--- config.mk ---
export PLATFORM = sky130hd
export DESIGN_NAME = timer_sched
export DESIGN_NICKNAME = d
export VERILOG_FILES = /design/src/rtl/timer_sched.sv
export SDC_FILE = /design/constraint.sdc
export NUM_CORES = 1
export LEC_CHECK = 0
export ABC_CLOCK_PERIOD_IN_PS = 2200
export CORE_MARGIN = 2
export CORE_UTILIZATION = 40
export DETAILED_ROUTE_END_ITERATION = 16
export HOLD_SLACK_MARGIN = 0.02
export PLACE_DENSITY = 0.86
export SYNTH_ARGS = -nofsm -noshare
export SYNTH_HDL_FRONTEND = slang
export SYNTH_SLANG_ARGS = --single-unit
export TNS_END_PERCENT = 5
--- constraint.sdc ---
create_clock -name clk -period 2.2 [get_ports clk]
set_input_delay 0.33 -clock clk [delete_from_list [all_inputs] [get_ports clk]]
set_output_delay 0.33 -clock clk [all_outputs]
set_load 0.005 [all_outputs]
--- src/rtl/timer_sched.sv ---
// ----------------------------------------------------------------------------
// timer_sched
//   Round-robin scheduler that shares one W-bit down-counter among NCH delay
//   requesters. A granted channel has its delay latched. When that delay
//   expires the channel gets a one-cycle done pulse. Only one delay runs at a
//   time. The other requesters wait in arbitration.
//
//   Optional feature: define TIMER_SCHED_BUS_EN to add a CPU register port
//   that gives counter/status readback and an abort command.
//
// Ports
//   clk        in   1      system clock, rising edge
//   rst        in   1      asynchronous reset, active low
//   req        in   NCH    per-channel delay request (level, held until gnt)
//   req_delay  in   NCH*W  delay per channel, channel i in [i*W +: W]
//   gnt        out  NCH    one-cycle pulse: request accepted, delay latched
//   done       out  NCH    one-cycle pulse: delay of that channel expired
//   busy       out  1      counter in use
//   cur_ch     out  CW     channel being served (holds its value when idle)
//   dbr        out  8      [BUS_EN] registered read data, 0 when not reading
//   dbw        in   8      [BUS_EN] write data
//   addr       in   2      [BUS_EN] register address
//   cs         in   1      [BUS_EN] chip select
//   we         in   1      [BUS_EN] write enable
// ----------------------------------------------------------------------------
module timer_sched #(
    parameter int NCH = 4,
    parameter int W   = 16,
    parameter int CW  = 2
) (
    input  logic             clk,
    input  logic             rst,
    input  logic [NCH-1:0]   req,
    input  logic [NCH*W-1:0] req_delay,
    output logic [NCH-1:0]   gnt,
    output logic [NCH-1:0]   done,
    output logic             busy,
    output logic [CW-1:0]    cur_ch
`ifdef TIMER_SCHED_BUS_EN
    ,
    output logic [7:0]       dbr,
    input  logic [7:0]       dbw,
    input  logic [1:0]       addr,
    input  logic             cs,
    input  logic             we
`endif
);

    typedef enum logic {S_IDLE, S_COUNT} state_t;

    localparam logic [NCH-1:0] ONE_HOT0 = {{(NCH-1){1'b0}}, 1'b1};

    state_t           r_state;
    logic [W-1:0]     r_counter;
    logic [CW-1:0]    r_cur_ch;
    logic [CW-1:0]    r_rr_last;
    logic [NCH-1:0]   r_gnt;
    logic [NCH-1:0]   r_done;

    logic             w_found;
    logic [CW-1:0]    w_pick;
    logic             w_abort;

    // Round-robin pick: first set request starting just after the last grant.
    // NOTE: every always_comb output gets a default first, so no latch is inferred.
    always_comb begin
        w_found = 1'b0;
        w_pick  = '0;
        for (int k = 1; k <= NCH; k++) begin
            logic [CW-1:0] idx;
            idx = CW'((int'(r_rr_last) + k) % NCH);
            if (!w_found && req[idx]) begin
                w_found = 1'b1;
                w_pick  = idx;
            end
        end
    end

`ifdef TIMER_SCHED_BUS_EN
    localparam int EW = (W > 16) ? W : 16;
    logic [EW-1:0] w_cnt_ext;
    assign w_cnt_ext = EW'(r_counter);
    assign w_abort   = cs && we && (addr == 2'd2) && dbw[0];

    always_ff @(posedge clk or negedge rst) begin
        if (!rst) begin
            dbr <= 8'h00;
        end else if (cs && !we) begin
            case (addr)
                2'd0:    dbr <= w_cnt_ext[7:0];
                2'd1:    dbr <= w_cnt_ext[15:8];
                2'd2:    dbr <= {(r_state == S_COUNT), 4'b0000, 3'(r_cur_ch)};
                default: dbr <= 8'h00;
            endcase
        end else begin
            dbr <= 8'h00;
        end
    end
`else
    assign w_abort = 1'b0;
`endif

    // NOTE: sequential state uses non-blocking assignments only, so all
    // registers update together from the same pre-edge values.
    always_ff @(posedge clk or negedge rst) begin
        if (!rst) begin
            r_state   <= S_IDLE;
            r_counter <= '0;
            r_cur_ch  <= '0;
            r_rr_last <= CW'(NCH - 1);
            r_gnt     <= '0;
            r_done    <= '0;
        end else begin
            r_gnt  <= '0;
            r_done <= '0;
            case (r_state)
                S_IDLE: begin
                    if (w_found) begin
                        r_counter <= req_delay[w_pick*W +: W];
                        r_cur_ch  <= w_pick;
                        r_rr_last <= w_pick;
                        r_gnt     <= ONE_HOT0 << w_pick;
                        r_state   <= S_COUNT;
                    end
                end
                S_COUNT: begin
                    // An abort takes priority over expiry and suppresses done.
                    if (w_abort) begin
                        r_counter <= '0;
                        r_state   <= S_IDLE;
                    end else if (r_counter != '0) begin
                        r_counter <= r_counter - 1'b1;
                    end else begin
                        r_done  <= ONE_HOT0 << r_cur_ch;
                        r_state <= S_IDLE;
                    end
                end
                default: r_state <= S_IDLE;
            endcase
        end
    end

    assign gnt    = r_gnt;
    assign done   = r_done;
    assign busy   = (r_state == S_COUNT);
    assign cur_ch = r_cur_ch;

endmodule

==> reports/metrics.csv <==
metric,value,unit
crit_path_top_delay_cell,or4_1,
synth_top_family_by_area,simple AND/OR/NAND/NOR gates,
boundaryPins,81,
drt_iter0_markers,155,
finalMaxSlewViolations,0,
die_w,75.4,microns
slew_headroom,0.624,
grt_use_total,0.212,
cp_max_fo,7,
yosys_warnings,0,
finalHoldViolations,0,
clk_pin_slew,70,ps
wirelength,5830,microns
ant_nets,0,
cpPeakStageDelay,450,ps
yosysSeqAreaShare,0.357,
grt_pass1_vias,2082,
row_count,25,
synthArstFlopShare,1.00,
critPathRequiredTime,2350,ps
path_cells,"inv_1, ha_1, nor3b_4, nand2_2, or4_1, and2_1, o21ai_1, o211ai_1",
p_per_area,637,mW/mm^2
syn-instance-count,211,
cp-start-kind,flop,
wl_per_cell,15.0,microns
finalCritPeriodShare,0.969,
grt_max_degree,30,
layout-drive-gt1-share,0.205,
muxShareOfSynthArea,0.170,
grt_antenna_before_repair,0,
setup_viol,0,
initial_utilization,0.423,
die_area,0.00568,sq mm
dp_cells,379,
cts_max_level,2,
r2r_setup_slack,70,ps
fin_ws,69.0,ps
synth_simple_gate_area_share,0.222,
drcViolationCount,0,
portBuffers,80,
period_needed,2130,ps
rsz0062_at_grt,yes,
critical_path_class,reg2reg,
timing.hold.ws,433,ps
status,completed,
drt_first_pass_iters,6,
tightest_slew,560,ps
synth_compound_area_frac,0.197,
clock_skew,7.78,ps
finalPower,2080,uW
setup_tns,0,ps
worst_setup_path_end_kind,flop,
netlist_area,0.00204,sq mm
nets,393,
avgSynthCellArea,9.66,sq um
cts_tree,done,
grt_pass1_wl,9220,microns
synth_adder_area_share,0.0123,
cts.sinks,29,
crit_family,simple AND/OR/NAND/NOR gates,
finalNonFillerCells,389,
hold_class,in2async,
fmax,469,MHz
synth_nets,283,
cts_buffers,5,
synth_xor_area_frac,0.0129,
crit_buf_inv,1,
layout-area-overhead-vs-synth,60.3,%
gr-total-overflow,0,
path_depth,8,
irDropWorstVdd,282,uV
synth_edf_count,0,
cp.arrival,2280,ps
hpwlAfterDp,4410,microns
clockRootBuffer,clkbuf_8,
dieHeight,75.4,microns
final_cell_mix,"clkdlybuf4s50_1, buf_4, dfrtp_1",
ys.flop_type,dfrtp_1,
clk-insertion-delay-late,280,ps
cap_violations,0,
gp_congestion,0.846,
final_common_cell,clkdlybuf4s50_1,
antenna_cells,0,
dp_slack,-251,ps
synth-seq-cells,29,
reg2regPathDepth,8,
clockBufferDepth,2,
core_area,0.00482,sq mm
vias_per_cell,5.41,
vias,2104,
synthDistinctLibCells,54,
leakagePower,0.00137,uW
## logic make-up (layout without fill, tap and decap cells)
| logic type | after synthesis | in the layout |
|---|---|---|
| compound gates | 53 | 53 |
| xor+xnor | 3 | 3 |
| fa+ha+maj | 2 | 2 |
| buf+inv | 13 | 124 |
| flops | 29 | 29 |
| mux | 33 | 33 |
| simple gates | 78 | 78 |
## Yosys cell counts (2+ instances only)
cell type / count / share of area
or4_1: 4 / 0.015
o22ai_1: 8 / 0.025
mux2i_1: 20 / 0.098
o221ai_1: 3 / 0.013
clkbuf_1: 3 / 0.0055
nor2_1: 17 / 0.031
o21a_1: 4 / 0.015
a32o_1: 2 / 0.0098
a211oi_1: 3 / 0.011
nor4_4: 2 / 0.021
a22oi_1: 3 / 0.011
or3_1: 2 / 0.0061
buf_2: 5 / 0.012
a21oi_1: 2 / 0.0049
and2_1: 3 / 0.0092
nor3b_1: 2 / 0.0074
a21o_1: 3 / 0.011
mux2_2: 10 / 0.055
nand2_1: 17 / 0.031
nand2b_1: 9 / 0.028
xnor2_1: 2 / 0.0086
dfstp_2: 2 / 0.026
o21ai_0: 4 / 0.0098
nand3_1: 4 / 0.0098
nor4_1: 4 / 0.012
a22o_1: 2 / 0.0086
nor3_1: 5 / 0.012
o21ai_1: 5 / 0.012
mux2_1: 3 / 0.017
o211ai_1: 4 / 0.015
dfrtp_1: 27 / 0.33
ha_1: 2 / 0.012
and3_1: 2 / 0.0061
inv_1: 3 / 0.0055
## worst paths after layout
| path | from | endpoint |
|---|---|---|
| worst min register to register | r_counter[15] | r_counter[15] |
| worst max-delay path | r_counter[1] | r_counter[10] |
| min in group clk | r_counter[15] | r_counter[15] |
| max in group asynchronous | rst | r_rr_last[1] |
| worst max register to register | r_counter[1] | r_counter[10] |
| worst min-delay path | rst | r_counter[3] |
## state kept, by name, indices dropped and copies added, names as in the netlist
register and cells:
r_counter 16, done 4, gnt 4, cur_ch 2, r_rr_last 2, busy 1
## power by group
part	switching [uW]	internal (uW)
sequential	200	656
clock	207	219
combinational	321	479
## metrics by stage
step / util / instance area (sq um)
3_3_place_gp: 0.650 / 3130
3_5_place_dp: 0.650 / 3130
5_1_grt: 0.678 / 3270
2_1_floorplan: - / 2040
6_report: 0.678 / 3270
4_1_cts: 0.668 / 3220
## worst register-to-register path, cell delays in order (launching register included)
cell and delay [ps]:
dfrtp_1 400, inv_1 110, ha_1 180, nor3b_4 230, nand2_2 160, or4_1 450
and2_1 170, o21ai_1 180, o211ai_1 120
## routing by layer
| layer | vias to the layer above | track usage | wire length (microns) |
|---|---|---|---|
| met5 | - | 0 | 0 |
| met4 | 0 | 0.0721 | 78 |
| met3 | 9 | 0.0370 | 379 |
| met2 | 86 | 0.386 | 3060 |
| met1 | 983 | 0.252 | 2310 |
| li1 | 1026 | - | - |
## layout make-up
class                      count  area [sq um]
sequential                    29           728
clock inverter                 2          10.0
fill                         375          1550
multi-input combinational    169          1280
timing repair buffer         112          1070
inverter                       4          15.0
tap                           67          83.8
clock buffer                   6          72.6
## repair_timing
item	CTS	global route
endpoints found under the setup margin	1	14
hold endpoints to repair	0	0
buffers inserted	0	2
pin swaps	0	4
hold buffers	0	0
gates resized for setup	2	9
cloned	0	0
Power figures use the tool's default switching activity.
